`src/rtl/tinyalu_arbiter.sv`:
```
// tinyalu_arbiter: round-robin arbiter/sequencer sharing one TinyALU.
// Ports: clk/reset, req/req_A/req_B/req_op in, ack/rsp_* out, busy, alu_* pins.
module tinyalu_arbiter #(
  parameter int N_REQ   = 4,
  parameter int TIMEOUT = 15
) (
  input  logic               clk,
  input  logic               reset,
  input  logic [N_REQ-1:0]   req,
  input  logic [8*N_REQ-1:0] req_A,
  input  logic [8*N_REQ-1:0] req_B,
  input  logic [3*N_REQ-1:0] req_op,
  output logic [N_REQ-1:0]   ack,
  output logic [N_REQ-1:0]   rsp_valid,
  output logic [15:0]        rsp_result,
  output logic               rsp_err,
  output logic               busy,
  output logic               alu_start,
  output logic [7:0]         alu_A,
  output logic [7:0]         alu_B,
  output logic [2:0]         alu_op,
  input  logic               alu_done,
  input  logic [15:0]        alu_result
);

  localparam int PW = (N_REQ > 1) ? $clog2(N_REQ) : 1;
  localparam int CW = $clog2(TIMEOUT + 1);

  typedef enum logic [1:0] {
    IDLE  = 2'd0,
    ISSUE = 2'd1,
    RESP  = 2'd2
  } state_t;

  state_t state, state_nxt;

  logic [PW-1:0]    rr_ptr;
  logic [PW-1:0]    g_q;
  logic [PW-1:0]    gnt_idx;
  logic             any_req;
  logic [7:0]       a_q, b_q;
  logic [2:0]       op_q;
  logic [CW-1:0]    cnt;
  logic [15:0]      res_q;
  logic             err_q;
  logic [N_REQ-1:0] ack_q;

  logic [2:0] sel_op;
  logic       sel_alu;
  logic       timeout;

  // Walk downward so the lowest offset from rr_ptr wins.
  always_comb begin
    gnt_idx = '0;
    any_req = 1'b0;
    for (int k = N_REQ - 1; k >= 0; k--) begin
      if (req[(int'(rr_ptr) + k) % N_REQ]) begin
        gnt_idx = PW'((int'(rr_ptr) + k) % N_REQ);
        any_req = 1'b1;
      end
    end
  end

  assign sel_op  = req_op[3*int'(gnt_idx) +: 3];
  assign sel_alu = (sel_op != 3'd0) && (sel_op <= 3'd4);
  assign timeout = (cnt == CW'(TIMEOUT - 1));

  always_ff @(posedge clk) begin
    if (reset) state <= IDLE;
    else       state <= state_nxt;
  end

  always_comb begin
    state_nxt = state;
    unique case (state)
      IDLE: begin
        if (any_req) state_nxt = sel_alu ? ISSUE : RESP;
      end
      ISSUE: begin
        if (alu_done || timeout) state_nxt = RESP;
      end
      RESP:    state_nxt = IDLE;
      default: state_nxt = IDLE;
    endcase
  end

  always_ff @(posedge clk) begin
    if (reset) begin
      rr_ptr <= '0;
      g_q    <= '0;
      a_q    <= '0;
      b_q    <= '0;
      op_q   <= '0;
      cnt    <= '0;
      res_q  <= '0;
      err_q  <= 1'b0;
      ack_q  <= '0;
    end else begin
      ack_q <= '0;
      unique case (state)
        IDLE: begin
          if (any_req) begin
            g_q    <= gnt_idx;
            rr_ptr <= PW'((int'(gnt_idx) + 1) % N_REQ);
            ack_q  <= N_REQ'(1) << gnt_idx;
            a_q    <= req_A[8*int'(gnt_idx) +: 8];
            b_q    <= req_B[8*int'(gnt_idx) +: 8];
            op_q   <= sel_op;
            cnt    <= '0;
            res_q  <= '0;
            // Local ops resolve here: 000 is fine, 101..111 flag error.
            err_q  <= (sel_op > 3'd4);
          end
        end
        ISSUE: begin
          if (alu_done) begin
            res_q <= alu_result;
            err_q <= 1'b0;
          end else if (timeout) begin
            res_q <= '0;
            err_q <= 1'b1;
          end else begin
            cnt <= cnt + CW'(1);
          end
        end
        default: ;
      endcase
    end
  end

  // Outputs decode only registered state, never live inputs.
  always_comb begin
    ack        = ack_q;
    rsp_valid  = '0;
    rsp_result = '0;
    rsp_err    = 1'b0;
    busy       = (state != IDLE);
    alu_start  = 1'b0;
    alu_A      = '0;
    alu_B      = '0;
    alu_op     = '0;
    unique case (state)
      ISSUE: begin
        alu_start = 1'b1;
        alu_A     = a_q;
        alu_B     = b_q;
        alu_op    = op_q;
      end
      RESP: begin
        rsp_valid  = N_REQ'(1) << g_q;
        rsp_result = res_q;
        rsp_err    = err_q;
      end
      default: ;
    endcase
  end

endmodule

```
`config.mk`:
```
export PLATFORM = sky130hd
export DESIGN_NAME = tinyalu_arbiter
export DESIGN_NICKNAME = d
export VERILOG_FILES = /design/src/rtl/tinyalu_arbiter.sv
export SDC_FILE = /design/constraint.sdc
export NUM_CORES = 1
export LEC_CHECK = 0
export BUFFER_PORTS_ARGS = -buffer_cell sky130_fd_sc_hd__buf_2
export CAP_MARGIN = 25
export CORE_AREA = 2 2 73 89
export DETAILED_ROUTE_END_ITERATION = 16
export DIE_AREA = 0 0 75 91
export PLACE_DENSITY = 0.92
export SYNTH_ARGS = -nofsm -noshare
export SYNTH_HDL_FRONTEND = slang
export SYNTH_SLANG_ARGS = --single-unit
export TNS_END_PERCENT = 10
```
`constraint.sdc`:
```
create_clock -name clk -period 7.7 [get_ports clk]
set_input_delay 1.54 -clock clk [delete_from_list [all_inputs] [get_ports clk]]
set_output_delay 1.54 -clock clk [all_outputs]
set_load 0.02 [all_outputs]
```
==> impl_metrics.py <==
metrics = {
    "detailed_routing": {
        "drc": 0,
        "initialDrtViolationCount": 94,
        "via_per_inst": 5.268,
        "drt_first_pass_iters": 5,
        "antenna_left": 0,
        "drt-wirelength-per-cell_um": 13.75,
        "vias": 2908,
        "routed_wl_um": 7589,
    },
    "sta": {
        "grt_setup_unrepaired": "false",
        "maxSlewHeadroom": 0.3769,
        "min_period_ns": 3.890,
        "setup_viol": 0,
        "slew_viol_final": 0,
        "holdWs_ns": 0.4791,
        "post-route-period-util": 0.5052,
        "fmax_mhz": 257.1,
        "timing.setup.tns_ns": 0,
        "finalHoldViolations": 0,
        "tightest_slew_ns": 0.9327,
        "fin_skew_ns": 0.01054,
    },
    "min_path": {
        "hp-start": "a_q[6]",
        "hp-class": "flip-flop to flip-flop",
    },
    "logic_synthesis": {
        "synth_simple_gate_area_frac": 0.2832,
        "synth_ff_type": "dfxtp_1",
        "synth_compound_area_frac": 0.2152,
        "synth_xor_area_frac": 0.01245,
        "synth_fp_nets": 444,
        "synth.area.mux_share": 0.07292,
        "synth.cell_area_mm2": 0.002814,
        "synth.yosys.seq_area_share": 0.3557,
        "synthCells": 342,
        "yosysTopAreaCellShare": 0.3557,
        "yosysUniqueCellTypes": 43,
        "yosysMostFrequentCell": "dfxtp_1",
        "syn_avg_cell_area_um2": 8.228,
        "yosys_warnings": 0,
        "synth-seq-cells": 50,
        "synth-edff-count": 0,
        "synth_top_family_by_area": "simple AND/OR/NAND/NOR gates",
        "synth.largest_area_cell": "dfxtp_1",
        "yosys-top-cells-area": "dfxtp_1, and2_1, mux2i_1",
        "postSynth.asyncResetShare": 0,
        "synthAdderAreaFrac": 0.01334,
        "yosys-top-cells-count": "dfxtp_1, and2_1, nor2_1",
    },
    "clocking": {
        "h-tree-depth": 2,
        "post_cts_buffers": 0,
        "clock_path_buffers": 2,
        "hold_buffers": 0,
        "path_clk_slew_ns": 0.09,
        "cts_buffers": 5,
        "clk_latency_ns": 0.31,
        "cts.sinks": 50,
        "clockRootBuffer": "clkbuf_8",
        "cts_tree": "built",
        "cts_resized": 0,
    },
    "worst_setup_path": {
        "start_kind": "primary input",
        "critical_path.slowest_cell": "or4b_1",
        "cp_cell_sequence": "buf_2 -> nor2b_1 -> or4b_1 -> and2_4 -> mux2_4 -> ha_1 -> nand2_1 -> a221oi_1",
        "arrival_ns": 4.10,
        "reg2reg_from": "rr_ptr[0]",
        "cp-end-kind": "flip-flop",
        "worstSetupStartpoint": "req[2]",
        "cp_max_fo": 34,
        "cp.required_ns": 7.91,
        "critPathMaxStageDelay_ns": 0.92,
        "worstSetupPathType": "primary input to flip-flop",
    },
    "finish": {
        "finalNetCount": 571,
        "fin_util": 0.6091,
        "areaGrowthSynthToFinish_pct": 28.46,
        "fill_cells": 510,
        "drive_gt1_frac": 0.3362,
        "diodes": 0,
        "final_cells": 552,
    },
    "job": {
        "maxCapViolCount": 0,
    },
    "power": {
        "total_power_uw": 1025,
        "ir_drop_v": 0.0001452,
        "p_per_area_mw_per_mm2": 283.6,
        "p_leak_uw": 0.001761,
    },
    "global_routing": {
        "grt-ovfl-total": 0,
        "antenna_found_initial": 0,
        "grt_max_degree": 35,
        "grt_pass1_wl_um": 11670,
        "grt_pass1_vias": 2727,
        "track_usage": 0.2175,
    },
    "floorplanning": {
        "row_count": 31,
        "die-area_mm2": 0.006825,
        "die_h_um": 91,
        "start_util": 0.4742,
        "die-width_um": 75,
        "ioPinCount": 145,
        "core_mm2": 0.005934,
    },
    "run_status": {
        "outcome": "complete, no violations",
    },
    "place": {
        "numPortBuffers": 144,
        "dp_cells": 544,
        "hpwl_um": 5900,
        "gp_congestion": 0.8321,
    },
}
-- cell type report --
| type | count | area (µm²) | share of cell area |
|---|---|---|---|
| clock inverter | 1 | 5.005 | 0.001385 |
| timing repair buffer | 145 | 728.2 | 0.2015 |
| multi-input combinational | 264 | 1680 | 0.4649 |
| tap | 82 | 102.6 | 0.02838 |
| clock buffer | 7 | 86.33 | 0.02388 |
| inverter | 3 | 11.26 | 0.003115 |
| sequential | 50 | 1001 | 0.2769 |
-- path summary, 6_finish.rpt --
path / endpoint / cells after the start / slack, ns
hold reg to reg: a_q[6] / 2 / 0.48
setup reg to reg: state[0] / 7 / 4.80
hold / removal: a_q[6] / 2 / 0.48
setup / recovery: state[0] / 8 / 3.81
-- layout by cell type, fill, tap and decap left out, drive strengths merged, types with 3 or more instances in the layout --
cell    instances
nand3           6
a21oi           4
a22oi          16
nor3b           3
ha              3
nor2b           6
nor2           34
o221ai          3
o21ai          21
mux2i          19
xnor2           4
o211ai         16
dfxtp          50
nand2          29
inv             3
a21boi         17
clkbuf          7
and3           17
and2           42
a211oi          4
buf           145
-- layer usage --
metal / GRT usage / wire, µm / part of all wire / vias to the layer above
met1: 0.2259 / 2946 / 0.39 / 1301
met3: 0.04440 / 605 / 0.080 / 7
met2: 0.4181 / 3926 / 0.52 / 141
met4: 0.06101 / 111 / 0.015 / 0
li1: - / - / - / 1459
met5: 0 / 0 / 0 / -
-- registers in the layout (all words and copies together) (netlist names) --
name,count
res_q,16
a_q,8
b_q,8
ack,4
cnt,4
op_q,3
g_q,2
rr_ptr,2
state,2
err_q,1
-- power by group --
group          internal, µW  switching, µW
sequential              328           41.5
clock                  72.7           85.4
combinational           189            309
total                   590            435
-- worst max-delay path, delay by kind of cell --
kind	cells	cell delay, ns
AO/OA/AOI/OAI	1	0.26
adder cells (fa/ha/maj)	1	0.28
buffers and inverters	1	0.11
multiplexers	1	0.33
AND/OR/NAND/NOR	4	1.58
-- cells by family after synthesis --
kind of cell               count (synthesis)
and+or+nand+nor                          150
DFF                                       50
adders and majority gates                  3
xor gates and xnor gates                   4
AOI/OAI and AO/OA                         87
muxes                                     20
buffers and inverters                     28
-- through the flow --
step                cell area [µm²]  setup slack (ns)
floorplan                      2814             4.155
global placement               3523             3.563
detailed placement             3523             3.518
CTS                            3615             3.819
global route                   3615             3.633
finish                         3615             3.810
(Power assumes the default switching activity.)
